$ cat config.mk
export PLATFORM = sky130hd
export DESIGN_NAME = gmii_rx_framer_flat
export DESIGN_NICKNAME = d
export VERILOG_FILES = /design/src/rtl/gmii_pkg.sv /design/src/rtl/gmii_rx_framer_if.sv /design/src/rtl/crc32_d8.sv /design/src/rtl/gmii_rx_framer.sv /design/src/flat_wrapper.sv
export SDC_FILE = /design/constraint.sdc
export NUM_CORES = 1
export LEC_CHECK = 0
export BUFFER_PORTS_ARGS = -buffer_cell sky130_fd_sc_hd__buf_2
export CAP_MARGIN = 20
export CORE_MARGIN = 1.5
export CORE_UTILIZATION = 35
export CTS_BUF_LIST = sky130_fd_sc_hd__clkbuf_8
export CTS_CLUSTER_DIAMETER = 200
export DETAILED_ROUTE_END_ITERATION = 8
export GPL_TIMING_DRIVEN = 0
export PLACE_DENSITY = 0.5
export SYNTH_ARGS = -nofsm -noshare
export SYNTH_HDL_FRONTEND = slang
export SYNTH_SLANG_ARGS = --single-unit
$ cat constraint.sdc
create_clock -name clk -period 7.5 [get_ports clk]
set_clock_uncertainty 0.1 [all_clocks]
set_input_delay 0.375 -clock clk [delete_from_list [all_inputs] [get_ports clk]]
set_output_delay 0.375 -clock clk [all_outputs]
set_load 0.05 [all_outputs]
$ cat src/rtl/gmii_pkg.sv
// Shared GMII receive-path constants: framing bytes, CRC-32 parameters and framer states.
package gmii_pkg;
  localparam logic [7:0]  PREAMBLE    = 8'h55;
  localparam logic [7:0]  SFD         = 8'hD5;
  localparam logic [31:0] CRC_POLY    = 32'hEDB88320;
  localparam logic [31:0] CRC_INIT    = 32'hFFFFFFFF;
  localparam logic [31:0] CRC_RESIDUE = 32'hDEBB20E3;
  localparam int          DLY_DEPTH   = 5;

  typedef enum logic [1:0] {S_IDLE, S_PRE, S_DATA, S_DROP} rx_state_e;
endpackage

$ cat src/rtl/gmii_rx_framer_if.sv
// GMII receive input plus the framed byte stream towards the MAC receive buffer.
interface gmii_rx_framer_if;
  logic [7:0] rxd;
  logic       rxdv;
  logic       rxer;
  logic [7:0] out_data;
  logic       out_valid;
  logic       out_last;
  logic       out_err;

  modport master (output rxd, rxdv, rxer, input out_data, out_valid, out_last, out_err);
  modport slave  (input rxd, rxdv, rxer, output out_data, out_valid, out_last, out_err);
endinterface

$ cat src/rtl/crc32_d8.sv
// One-byte step of the reflected IEEE 802.3 CRC-32 (no final inversion).
module crc32_d8
  import gmii_pkg::*;
(
  input  logic [31:0] crc_in,
  input  logic [7:0]  data,
  output logic [31:0] crc_out
);
  logic [31:0] w_c;

  always_comb begin
    w_c = crc_in ^ {24'h0, data};
    for (int i = 0; i < 8; i++)
      w_c = w_c[0] ? ((w_c >> 1) ^ CRC_POLY) : (w_c >> 1);
    crc_out = w_c;
  end
endmodule

$ cat src/rtl/gmii_rx_framer.sv
// GMII receive framer: strips preamble/SFD, holds back the FCS through a 5-byte
// delay line, checks CRC/length and keeps saturating per-frame statistics.
module gmii_rx_framer
  import gmii_pkg::*;
#(
  parameter int MIN_LEN = 64,
  parameter int MAX_LEN = 1518,
  parameter int CNT_W   = 32
) (
  input  logic              clk,
  input  logic              rst_n,
  gmii_rx_framer_if.slave   gm,
  output logic [CNT_W-1:0]  good_cnt,
  output logic [CNT_W-1:0]  crc_err_cnt,
  output logic [CNT_W-1:0]  runt_cnt,
  output logic [CNT_W-1:0]  over_cnt,
  output logic [CNT_W-1:0]  align_err_cnt
);
  localparam int LEN_W = $clog2(MAX_LEN + 2);
  localparam logic [LEN_W-1:0] L_MIN  = LEN_W'(MIN_LEN);
  localparam logic [LEN_W-1:0] L_MAX  = LEN_W'(MAX_LEN);
  localparam logic [LEN_W-1:0] L_HOLD = LEN_W'(DLY_DEPTH);
  localparam int C_GOOD = 0, C_CRC = 1, C_RUNT = 2, C_OVER = 3, C_ALIGN = 4;

  rx_state_e                     r_state, w_nxt;
  logic                          r_armed, w_arm;
  logic [LEN_W-1:0]              r_len;
  logic [31:0]                   r_crc, w_crc;
  logic                          r_err;
  logic [DLY_DEPTH-1:0][7:0]     r_dly;
  logic [7:0]                    r_data;
  logic                          r_valid, r_last, r_oerr;
  logic [4:0][CNT_W-1:0]         r_cnt;
  logic                          w_emit, w_last, w_err, w_push, w_clr, w_crc_bad;
  logic [4:0]                    w_inc;

  crc32_d8 u_crc (.crc_in(r_crc), .data(gm.rxd), .crc_out(w_crc));

  assign w_crc_bad = (r_crc != CRC_RESIDUE);

  always_ff @(posedge clk or negedge rst_n) begin
    if (!rst_n) r_state <= S_IDLE;
    else        r_state <= w_nxt;
  end

  // One counter per frame: oversize beats runt, runt beats crc/rxer.
  always_comb begin
    w_nxt  = r_state;
    w_arm  = r_armed;
    w_emit = 1'b0;
    w_last = 1'b0;
    w_err  = 1'b0;
    w_push = 1'b0;
    w_clr  = 1'b0;
    w_inc  = '0;
    case (r_state)
      S_IDLE: begin
        if (!r_armed) begin
          if (!gm.rxdv) w_arm = 1'b1;
        end else if (gm.rxdv) begin
          if (gm.rxd == PREAMBLE) w_nxt = S_PRE;
          else begin w_nxt = S_DROP; w_inc[C_ALIGN] = 1'b1; end
        end
      end
      S_PRE: begin
        if (!gm.rxdv) begin
          w_nxt = S_IDLE; w_inc[C_ALIGN] = 1'b1;
        end else if (gm.rxd == SFD) begin
          w_nxt = S_DATA; w_clr = 1'b1;
        end else if (gm.rxd != PREAMBLE) begin
          w_nxt = S_DROP; w_inc[C_ALIGN] = 1'b1;
        end
      end
      S_DATA: begin
        if (!gm.rxdv) begin
          w_nxt = S_IDLE;
          if (r_len < L_HOLD) begin
            w_inc[C_RUNT] = 1'b1;
          end else begin
            w_emit = 1'b1;
            w_last = 1'b1;
            w_err  = r_err | w_crc_bad | (r_len < L_MIN);
            if (r_len < L_MIN)         w_inc[C_RUNT] = 1'b1;
            else if (r_err | w_crc_bad) w_inc[C_CRC]  = 1'b1;
            else                        w_inc[C_GOOD] = 1'b1;
          end
        end else if (r_len == L_MAX) begin
          w_nxt  = S_DROP;
          w_emit = 1'b1;
          w_last = 1'b1;
          w_err  = 1'b1;
          w_inc[C_OVER] = 1'b1;
        end else begin
          w_push = 1'b1;
          w_emit = (r_len >= L_HOLD);
        end
      end
      S_DROP: if (!gm.rxdv) w_nxt = S_IDLE;
      default: w_nxt = S_IDLE;
    endcase
  end

  always_ff @(posedge clk or negedge rst_n) begin
    if (!rst_n) begin
      r_armed <= 1'b0;
      r_len   <= '0;
      r_crc   <= CRC_INIT;
      r_err   <= 1'b0;
      r_dly   <= '0;
      r_data  <= '0;
      r_valid <= 1'b0;
      r_last  <= 1'b0;
      r_oerr  <= 1'b0;
      r_cnt   <= '0;
    end else begin
      r_armed <= w_arm;
      r_valid <= w_emit;
      r_last  <= w_last;
      r_oerr  <= w_err;
      r_data  <= w_emit ? r_dly[DLY_DEPTH-1] : 8'h00;
      if (w_clr) begin
        r_len <= '0;
        r_crc <= CRC_INIT;
        r_err <= 1'b0;
        r_dly <= '0;
      end else if (w_push) begin
        r_len <= r_len + LEN_W'(1);
        r_crc <= w_crc;
        r_err <= r_err | gm.rxer;
        r_dly <= {r_dly[DLY_DEPTH-2:0], gm.rxd};
      end
      for (int k = 0; k < 5; k++)
        if (w_inc[k] && !(&r_cnt[k])) r_cnt[k] <= r_cnt[k] + CNT_W'(1);
    end
  end

  assign gm.out_data    = r_data;
  assign gm.out_valid   = r_valid;
  assign gm.out_last    = r_last;
  assign gm.out_err     = r_oerr;
  assign good_cnt       = r_cnt[C_GOOD];
  assign crc_err_cnt    = r_cnt[C_CRC];
  assign runt_cnt       = r_cnt[C_RUNT];
  assign over_cnt       = r_cnt[C_OVER];
  assign align_err_cnt  = r_cnt[C_ALIGN];
endmodule

$ cat src/flat_wrapper.sv
// flat-port wrapper written by rule: the top's interface ports become plain ports
module gmii_rx_framer_flat import gmii_pkg::*;
#(
  parameter int MIN_LEN = 64,
  parameter int MAX_LEN = 1518,
  parameter int CNT_W   = 32
)
  (clk, rst_n, good_cnt, crc_err_cnt, runt_cnt, over_cnt, align_err_cnt, gm_rxd, gm_rxdv, gm_rxer, gm_out_data, gm_out_valid, gm_out_last, gm_out_err);
  gmii_rx_framer_if gm_i ();
  input  logic clk;
  input  logic rst_n;
  output logic [CNT_W-1:0] good_cnt;
  output logic [CNT_W-1:0] crc_err_cnt;
  output logic [CNT_W-1:0] runt_cnt;
  output logic [CNT_W-1:0] over_cnt;
  output logic [CNT_W-1:0] align_err_cnt;
  input wire logic [$bits(gm_i.rxd)-1:0] gm_rxd;
  input wire logic [$bits(gm_i.rxdv)-1:0] gm_rxdv;
  input wire logic [$bits(gm_i.rxer)-1:0] gm_rxer;
  output wire logic [$bits(gm_i.out_data)-1:0] gm_out_data;
  output wire logic [$bits(gm_i.out_valid)-1:0] gm_out_valid;
  output wire logic [$bits(gm_i.out_last)-1:0] gm_out_last;
  output wire logic [$bits(gm_i.out_err)-1:0] gm_out_err;
  assign gm_i.rxd = gm_rxd;
  assign gm_i.rxdv = gm_rxdv;
  assign gm_i.rxer = gm_rxer;
  assign gm_out_data = gm_i.out_data;
  assign gm_out_valid = gm_i.out_valid;
  assign gm_out_last = gm_i.out_last;
  assign gm_out_err = gm_i.out_err;
  gmii_rx_framer #(.MIN_LEN(MIN_LEN), .MAX_LEN(MAX_LEN), .CNT_W(CNT_W)) u_core (.clk(clk), .rst_n(rst_n), .gm(gm_i), .good_cnt(good_cnt), .crc_err_cnt(crc_err_cnt), .runt_cnt(runt_cnt), .over_cnt(over_cnt), .align_err_cnt(align_err_cnt));
endmodule
---- After elaboration in Yosys (flattened, before gate mapping) ----
Cells that the tools add are included.
cells by class
  magnitude comparators ................... 3
  reduce and logical (&&, ||, !) cells .... 18
  equality and inequality tests ........... 13
  bitwise operators ....................... 12
  mux-type cells .......................... 61
  add/subtract/negate cells ............... 6
operator list
  operator                                                             number
  2-to-1 mux 32 bit                                                    10
  adder 32 x 1 -> 32 bit (second input constant)                       5
  AND reduction 32 bit                                                 5
  NOT 13 -> 14 bit                                                     8
  2-to-1 mux 40 bit                                                    2
  inequality test 32 bit (second input constant)                       1
  bitwise XOR 32 x 8 -> 32 bit                                         1
  2-to-1 mux 1 bit                                                     31
  2-to-1 mux 11 bit                                                    2
  2-to-1 mux 2 bit                                                     11
  adder 11 x 1 -> 11 bit (second input constant)                       1
  equality test 11 bit (second input constant)                         1
  greater-or-equal comparator 11 x 3 -> 1 bit (second input constant)  1
  < comparator 11 x 3 -> 1 bit (second input constant)                 1
  < comparator 11 x 7 -> 1 bit (second input constant)                 1
  equality test 8 x 7 -> 1 bit (second input constant)                 1
  equality test 8 bit (second input constant)                          1
  2-to-1 mux 8 bit                                                     1
  inequality test 8 x 7 -> 1 bit (second input constant)               1
  one-hot mux 2 bit (4 select lines)                                   1
  logical AND 1 bit                                                    5
  logical NOT 1 bit                                                    5
  AND reduction 5 bit                                                  1
  equality test 2 bit (second input constant)                          2
  other kinds (11)                                                     14
word-level totals
  output and inout bits ................... 171
  input bits .............................. 12
  logic and storage cells ................. 132
  bits in registers ....................... 258

---- Logic depth before layout (Yosys ltp) ----
Gate-level depths: netlist of the first run.
  depth after elaboration ................. 19
  gate-level depth with buffers ........... 11
  depth with buffers taken out ............ 8

---- By module ----
From an unflattened synthesis of the first run, not the netlist that was laid out.
unflattened totals
  cells, all modules ...................... 1068
  area, all modules ....................... 12270.5 um^2
by module, submodules not included
  module          area an instance (um^2)  cells each  sequential area each (um^2)  times used
  gmii_rx_framer  11481.0                  997         6496.2                       1
  crc32_d8        789.5                    71          0.0                          1

---- Worst setup path before layout of the first run ----
Ideal clock, no wire load.
  kind .................................... register -> register
  start point ............................. reg u_core.r_len[4]
  end point ............................... reg u_core.r_cnt (netlist bit u_core.over_cnt[27])
  stages on the path, launching flop included .. 9
  data required time ...................... 7.318 ns
  path buffers ............................ 2
  setup slack ............................. 4.690 ns
  period minus slack after synthesis ...... 2.810 ns
  arrival ................................. 2.627 ns
  library setup time ...................... 0.082 ns
  cell sequence ........................... dfrtp_1 > or3b_4 > or4_1 > buf_2 > or3_4 > or4_4 > buf_6 > nor2_1 > xor2_1
between the ends
  longest elaborated chain between the ends .. 5
RTL lines
  item                    line                   source
  from (decl)             gmii_rx_framer.sv:27   logic [LEN_W-1:0] r_len;
  from (signal assigned)  gmii_rx_framer.sv:127  r_len <= r_len + LEN_W'(1);
  equality test 11 bit    gmii_rx_framer.sv:87   end else if (r_len == L_MAX) begin
  2-to-1 mux 1 bit        gmii_rx_framer.sv:87
  2-to-1 mux 1 bit        gmii_rx_framer.sv:75   if (!gm.rxdv) begin
  2-to-1 mux 4 bit        gmii_rx_framer.sv:56   case (r_state)
  logical AND 1 bit       gmii_rx_framer.sv:133  if (w_inc[k] && !(&r_cnt[k])) r_cnt[k] <= r_cnt[k] + CNT_W'(1);
  to (signal assigned)    gmii_rx_framer.sv:114  r_cnt <= '0;
  to (decl)               gmii_rx_framer.sv:33   logic [4:0][CNT_W-1:0] r_cnt;
No other way between the ends.
A chain may end at the register's enable or synchronous reset.

---- Worst setup path in the final report of the first run ----
  start point ............................. reg u_core.r_crc[26]
  end point ............................... reg u_core.r_cnt (netlist bit u_core.good_cnt[21])
between the ends
  longest elaborated chain between the ends .. 8
RTL lines
  item                    line                   source
  from (decl)             gmii_rx_framer.sv:28   logic [31:0] r_crc, w_crc;
  from (signal assigned)  gmii_rx_framer.sv:128  r_crc <= w_crc;
  inequality test 32 bit  gmii_rx_framer.sv:39   assign w_crc_bad = (r_crc != CRC_RESIDUE);
  bitwise OR 1 bit        gmii_rx_framer.sv:84   else if (r_err | w_crc_bad) w_inc[C_CRC] = 1'b1;
  2-to-1 mux 1 bit        gmii_rx_framer.sv:84
  2-to-1 mux 2 bit        gmii_rx_framer.sv:83   if (r_len < L_MIN) w_inc[C_RUNT] = 1'b1;
  2-to-1 mux 2 bit        gmii_rx_framer.sv:77   if (r_len < L_HOLD) begin
  2-to-1 mux 3 bit        gmii_rx_framer.sv:75
  2-to-1 mux 4 bit        gmii_rx_framer.sv:56
  logical AND 1 bit       gmii_rx_framer.sv:133
No other way between the ends.

==> flow_summary_export.csv, run 1 <==
group,metric,value,unit
worst_setup_path,crit_chain,"nor4bb_1 > nand4_1 > or4_1 > a211oi_1 > clkbuf_1 > nand4_1 > xnor2_1",
timing,min_period,3.740,ns
worst_setup_path,setup.worst_path.start_class,"register",
detailed_routing,route.detailed.drc,0,
layout,fill_cells,3370,
power_and_ir_drop,ir_worst_vdd,187.9,uV
layout,fin_cells,1812,
synth,dominantRegCellSynth,"dfrtp_1",
synth,synthTopCellsByArea,"dfrtp_1 47%, xnor2_1 10%, dfstp_2 7.0%",
layout,area_delta_synth_final,21.13,%
grt,grt_use_total,0.1703,
synth,netlist_instances,1089,
flow_run,max_cap_viol_count,0,
worst_setup_path,crit_fanout,10,
synth,synth_top_family_by_area,"simple AND/OR/NAND/NOR gates",
placement,place_inst,1723,
detailed_routing,met1_length,13790,um
hold_path,hp-class,"in2reg",
cts,root_buffer,"clkbuf_8",
synth,yosys_warnings,0,
worst_setup_path,critPathCaptureType,"register",
hold_path,hold_start,"gm_rxd[7]",
detailed_routing,firstDrtPassIters,5,
cts,clkLatencyLatePin,0.56,ns
floorplan,dieArea,35560,um2
layout,drive_gt1_frac,0.2207,
worst_setup_path,path_buf_inv,1,
layout,fin_nets,1354,
synth,yosysSeqAreaShare,0.5389,
status,status,"complete, no violations",
placement,dp_slack,3.789,ns
worst_setup_path,required,7.83,ns
floorplan,rows,67,
timing,rsz0062_at_grt,"false",
layout,layout.area.seq,6496,um2
timing,finalSetupTns,0,ns
grt,grt_max_degree,100,
synth,synth_nets,1109,
detailed_routing,ant_nets,0,
floorplan,die-height,188.6,um
grt,gr-total-overflow,0,
cts,cts_setup_buffers,0,
power_and_ir_drop,p_leak,6.997,nW
detailed_routing,wl_met3,1733,um
detailed_routing,wl,29810,um
layout,final_cell_area,14600,um2
floorplan,core_area,33700,um2
worst_setup_path,r2r_setup_slack,3.76,ns
timing,drv_slew,0,
synth,netlist_area,12050,um2
worst_setup_path,crit_type,"reg2reg",
synth,ys_types,64,
synth,synth-xor-area-share,0.1700,
grt,grt_pass1_vias,9275,
detailed_routing,drt_iter0_markers,434,
synth,yosys.area_share.simple,0.1979,
placement,hpwl,21040,um
worst_setup_path,reg2reg_depth,7,
timing,hold_viol,0,
synth,synth-seq-cells,258,
placement,place_congestion,0.7813,
synth,yosys.area.top_type_share,0.4692,
grt,grt_pass1_wl,49470,um
synth,syn_avg_cell_area,11.07,um2
cts,clock-sinks,258,
detailed_routing,viasPerCell,5.012,
cts,htreeDepth,2,
worst_setup_path,crit_family,"simple AND/OR/NAND/NOR gates",
cts,path_clk_slew,0.06,ns
worst_setup_path,cp_common_cell,"nand4_1",
cts,cts_buffers,48,
timing,period_share,0.4987,
worst_setup_path,critical_path_arrival,4.07,ns
timing,worstMarginPinSlew,0.9398,ns
layout,utilization,0.4333,
timing,fin_ws,3.760,ns
power_and_ir_drop,p_per_area,301.6,nW/um2
placement,dpl_cell_area,13600,um2
layout,multi_input_comb_area,5360,um2
timing,fmax,0.2674,GHz
synth,synth_edf_count,0,
timing,relSlewSlack,0.3689,
hold_path,hold_depth,3,
synth,synthArstFlopShare,1.000,
worst_setup_path,r2r_start,"u_core.r_crc[26]",
synth,synth_fa_ha_area_frac,0.008304,
placement,port_buffers,182,
cts,cts_tree,"done",
timing,setup_viol,0,
synth,yosysTopAreaCell,"dfrtp_1",
synth,muxShareOfSynthArea,0.001868,
worst_setup_path,critPathSlowestCell,"a211oi_1",
worst_setup_path,slowest_delay,0.74,ns
floorplan,fp.dieW,188.6,um
grt,antenna_found_initial,0,
layout,n_antenna_cell,0,
floorplan,io_pins,183,
detailed_routing,vias,9081,
detailed_routing,highest-signal-layer,"met4",
hold_path,hold_end,"u_core.r_dly[7]",
detailed_routing,wl_per_cell,16.45,um
synth,synth-compound-area-share,0.06654,
worst_setup_path,r2r_end,"u_core.good_cnt[21]",
floorplan,start_util,0.3577,
detailed_routing,wl_met2,13530,um
cts,clockBufferDepth,3,
## cell type report
class	instances	share of cell area
clock buffers	61	0.05750
plain buffers	36	0.01020
clock inverters	19	0.004884
multi-input cells	782	0.3671
flip-flops and latches	258	0.4449
inverters	13	0.003342
repair buffers	195	0.07369
well taps	448	0.03839
## tightest hold or removal path, delay by kind of cell
kind            cells  cell delay (ns)
compound gates      1             0.09
buf+inv             2             0.25
## how the worst max path moves through the flow
stage | from | to | depth (start not counted)
after floorplan | u_core.r_len[4] | u_core.over_cnt[27] | 8
after global placement | rst_n | u_core.runt_cnt[28] | 1
after detailed placement | u_core.r_crc[26] | u_core.good_cnt[21] | 7
after CTS | u_core.r_crc[26] | u_core.good_cnt[21] | 7
after global routing | u_core.r_crc[26] | u_core.good_cnt[29] | 7
final | u_core.r_crc[26] | u_core.good_cnt[21] | 7
## Yosys cell counts (28+ instances only)
library cell,instances
nand2_1,87
xor2_1,92
clkbuf_1,30
dfstp_2,32
nor3_1,40
nand3_1,66
and3_1,28
nor2_1,59
xnor2_1,142
dfrtp_1,226
nand4_1,59
a22o_1,39
## per-layer routing
layer  vias up  global-route usage
met5         -                   0
met4         0             0.05983
met3        55             0.03986
met2       215              0.2654
met1      4449              0.2317
li1       4362                   -
## placed cells by master (no fill, tap or decap), types with 4 or more instances in the layout
| cell type | Yosys | layout |
|---|---|---|
| dfrtp_1 | 226 | 226 |
| buf_2 | 2 | 185 |
| xnor2_1 | 142 | 142 |
| xor2_1 | 92 | 92 |
| nand2_1 | 87 | 87 |
| nand3_1 | 66 | 66 |
| clkbuf_8 | 0 | 61 |
| nor2_1 | 59 | 59 |
| nand4_1 | 59 | 59 |
| nor3_1 | 40 | 40 |
| a22o_1 | 39 | 39 |
| inv_1 | 13 | 32 |
| dfstp_2 | 32 | 32 |
| clkbuf_1 | 30 | 30 |
| and3_1 | 28 | 28 |
| a2bb2oi_1 | 24 | 24 |
| and2_1 | 19 | 19 |
| and4_1 | 17 | 17 |
| nor4_1 | 13 | 13 |
| dlygate4sd3_1 | 0 | 9 |
| ha_1 | 8 | 8 |
| nor4b_1 | 7 | 7 |
| o211ai_1 | 7 | 7 |
| or4_1 | 5 | 5 |
| o21ai_0 | 5 | 5 |
| nor3b_1 | 5 | 5 |
| a21oi_1 | 4 | 4 |
## state kept, by name, indices dropped and copies added (netlist names)
signal / flops
u_core.align_err_cnt: 32
u_core.over_cnt: 32
u_core.gm.out_err: 1
u_core.gm.out_last: 1
u_core.crc_err_cnt: 32
u_core.good_cnt: 32
u_core.r_crc: 32
u_core.r_state: 2
u_core.runt_cnt: 32
u_core.r_dly: 40
u_core.r_len: 11
u_core.gm.out_valid: 1
u_core.r_err: 1
u_core.gm.out_data: 8
u_core.r_armed: 1
## logic make-up after synthesis
family | count (synthesis)
buffers and inverters | 49
AO/OA/AOI/OAI | 98
multiplexers | 2
adder cells (fa/ha/maj) | 8
XOR/XNOR | 234
AND/OR/NAND/NOR | 440
flip-flops | 258
## report_power, final
part           internal, W  switching [W]  total (W)
Sequential         0.00165       0.000192    0.00184
Clock             0.000718       0.000574    0.00129
Combinational     0.000565       0.000706    0.00127
Total              0.00293        0.00147    0.00440
## stage by stage
stage               hold slack [ns]  power (W)
floorplan                  -0.02059   0.002828
global placement             0.3569   0.003127
detailed placement           0.2806   0.003134
CTS                         0.07454   0.004475
global route                0.09646   0.004657
finish                       0.1244   0.004404
## timing repair
item / CTS / global route
hold buffers: 9 / 0
resized for setup: 0 / 0
hold endpoints to repair: 66 / 0
No activity file was read; power rests on OpenSTA's default activity.
==> inputs of run 2 (changes only) <==
--- a/config.mk
+++ b/config.mk
@@ -13,7 +13,7 @@
 export CTS_CLUSTER_DIAMETER = 200
 export DETAILED_ROUTE_END_ITERATION = 8
 export GPL_TIMING_DRIVEN = 0
-export PLACE_DENSITY = 0.5
+export PLACE_DENSITY = 0.52
 export SYNTH_ARGS = -nofsm -noshare
 export SYNTH_HDL_FRONTEND = slang
 export SYNTH_SLANG_ARGS = --single-unit
==> constraint.sdc (replaced) <==
create_clock -name clk -period 3 [get_ports clk]
set_clock_uncertainty 0.1 [all_clocks]
set_input_delay 0.15 -clock clk [delete_from_list [all_inputs] [get_ports clk]]
set_output_delay 0.15 -clock clk [all_outputs]
set_load 0.05 [all_outputs]
==> run 2 against run 1 <==
Global-route usage shrank 0.36 points. Highest routed layer unchanged. Critical path type unchanged. Die area is the same. Flip-flop and latch count is the same. Routed wire length shrank 0.24%. Via count is essentially flat. Final cell count grew 0.44%.
==> flow_summary_export.csv, run 2 (synthesized netlist as in run 1, its figures left out) <==
group,metric,value,unit
placement,port_buffers,182,
worst_setup_path,r2r_setup_slack,0.06,ns
floorplan,die-height,188.6,um
floorplan,start_util,0.3577,
layout,area_delta_synth_final,23.81,%
placement,hpwl,20750,um
floorplan,core_area,33700,um2
layout,n_antenna_cell,0,
timing,fmax,0.3398,GHz
detailed_routing,firstDrtPassIters,5,
floorplan,dieArea,35560,um2
layout,final_cell_area,14920,um2
power_and_ir_drop,power.share.sequential,0.399,
cts,cts_buffers,49,
placement,place_congestion,0.8094,
detailed_routing,vias,9079,
cts,clkLatencyLatePin,0.57,ns
power_and_ir_drop,p_per_area,775.0,nW/um2
power_and_ir_drop,switching_power,0.003771,W
worst_setup_path,critPathCapture,"u_core.over_cnt[31]",
grt,grt_pass1_vias,8889,
cts,path_clk_slew,0.06,ns
placement,dpl_cell_area,13600,um2
detailed_routing,viasPerCell,4.988,
cts,cts_tree,"done",
timing,fin_ws,0.05703,ns
worst_setup_path,reg2reg_depth,8,
floorplan,fp.dieW,188.6,um
timing,worstMarginPinSlew,1.008,ns
power_and_ir_drop,ir_worst_vdd,462.0,uV
detailed_routing,route.detailed.drc,0,
power_and_ir_drop,p_leak,7.115,nW
layout,fill_cells,3230,
layout,largest_register_ffs,40,
flow_run,max_cap_viol_count,0,
floorplan,rows,67,
cts,clockBufferDepth,3,
grt,gr-total-overflow,0,
power_and_ir_drop,switching_share,0.3260,
timing,relSlewSlack,0.3210,
timing,drv_slew,0,
power_and_ir_drop,clkPwrFrac,0.324,
grt,grt_max_degree,120,
floorplan,io_pins,183,
detailed_routing,wl,29740,um
timing,period_share,0.9810,
worst_setup_path,crit_fanout,7,
layout,mostFrequentLayoutCell,"dfrtp_1",
layout,drive_gt1_frac,0.2442,
worst_setup_path,crit_chain,"or3b_4 > or4_4 > buf_6 > or3_4 > or4_4 > buf_6 > nor3_2 > xnor2_1",
layout,top_register,"u_core.r_dly",
worst_setup_path,r2r_start,"u_core.r_len[4]",
worst_setup_path,crit_type,"reg2reg",
cts,htreeDepth,2,
grt,grt_pass1_wl,48370,um
layout,utilization,0.4429,
worst_setup_path,critPathCaptureType,"register",
cts,clock-sinks,258,
detailed_routing,drt_iter0_markers,434,
timing,min_period,2.943,ns
timing,hold_viol,0,
power_and_ir_drop,p_int,0.007795,W
layout,mostFrequentLayoutCells,"225 x dfrtp_1, 184 x buf_2, 142 x xnor2_1",
worst_setup_path,r2r_end,"u_core.over_cnt[31]",
hold_path,hp-class,"in2async",
worst_setup_path,required,3.37,ns
grt,antenna_found_initial,0,
power_and_ir_drop,total_power,0.01157,W
cts,root_buffer,"clkbuf_8",
status,status,"complete, no violations",
worst_setup_path,critPathLaunch,"u_core.r_len[4]",
worst_setup_path,critPathSlowestCell,"or4_4",
detailed_routing,ant_nets,0,
worst_setup_path,critical_path_arrival,3.32,ns
grt,grt_use_total,0.1667,
layout,fin_nets,1358,
detailed_routing,wl_per_cell,16.34,um
worst_setup_path,slowest_delay,0.50,ns
power_and_ir_drop,pwr-share-comb,0.278,
placement,dp_slack,-0.6916,ns
worst_setup_path,setup.worst_path.start_class,"register",
timing,setup_viol,0,
## run 2: repair_timing
action | CTS | global route
buffers inserted | 0 | 1
gates cloned | 0 | 0
setup endpoints to repair | 53 | 33
hold endpoints to repair | 237 | 0
hold buffers | 12 | 0
gates resized for setup | 15 | 14
pin swaps | 1 | 1
## run 2: metrics by stage
| stage | hold WS (ns) | setup TNS, ns | instances |
|---|---|---|---|
| 6_report | 0.1584 | 0 | 1820 |
| 5_1_grt | 0.1953 | -0.003751 | 1820 |
| 4_1_cts | 0.1778 | 0 | 1818 |
| 3_5_place_dp | -0.09203 | -10.44 | 1723 |
| 3_3_place_gp | 0.3348 | -794.03 | 1719 |
| 2_1_floorplan | -0.2456 | 0 | 1089 |
## run 2: routing by layer
metal | wire length (um) | track usage | vias to the layer above
li1 | - | - | 4379
met1 | 14140 | 0.2337 | 4445
met2 | 13630 | 0.2609 | 206
met3 | 1388 | 0.03315 | 49
met4 | 584 | 0.04823 | 0
met5 | 0 | 0 | -
## run 2: worst min path at each step
| stage | from | endpoint | slack [ns] | cells after the start |
|---|---|---|---|---|
| after CTS | rst_n | u_core.runt_cnt[2] | 0.18 | 3 |
| after detailed placement | rst_n | u_core.runt_cnt[29] | -0.09 | 1 |
| after global routing | rst_n | u_core.runt_cnt[2] | 0.20 | 3 |
| final | rst_n | u_core.runt_cnt[2] | 0.16 | 3 |
| after global placement | gm_rxer | u_core.r_err | 0.33 | 3 |
| after floorplan | rst_n | u_core.align_err_cnt[0] | -0.25 | 0 |
## run 2: final cells by class
cell class / count / area (um2) / area share
repair buffers: 200 / 1139 / 0.07629
clock buffers: 68 / 935.9 / 0.06271
well taps: 448 / 560.5 / 0.03756
multi-input cells: 782 / 5440 / 0.3645
plain buffers: 34 / 155.1 / 0.01040
flip-flops and latches: 258 / 6497 / 0.4354
inverters: 13 / 48.80 / 0.003270
clock inverters: 17 / 147.6 / 0.009893
## run 2: power groups by stage
stage / registers (W) / clock network (W) / logic [W]
after floorplan: 0.00482 / 0 / 0.00225
after global placement: 0.00465 / 0 / 0.00320
after detailed placement: 0.00465 / 0 / 0.00321
after CTS: 0.00461 / 0.00387 / 0.00324
after global routing: 0.00468 / 0.00403 / 0.00350
final: 0.00461 / 0.00374 / 0.00321
## run 2: critical path: cells and delay by family (launching register included)
kind / cells / cell delay (ns)
AND/OR/NAND/NOR: 5 / 1.92
flip-flops: 1 / 0.42
buffers and inverters: 2 / 0.30
XOR/XNOR: 1 / 0.13
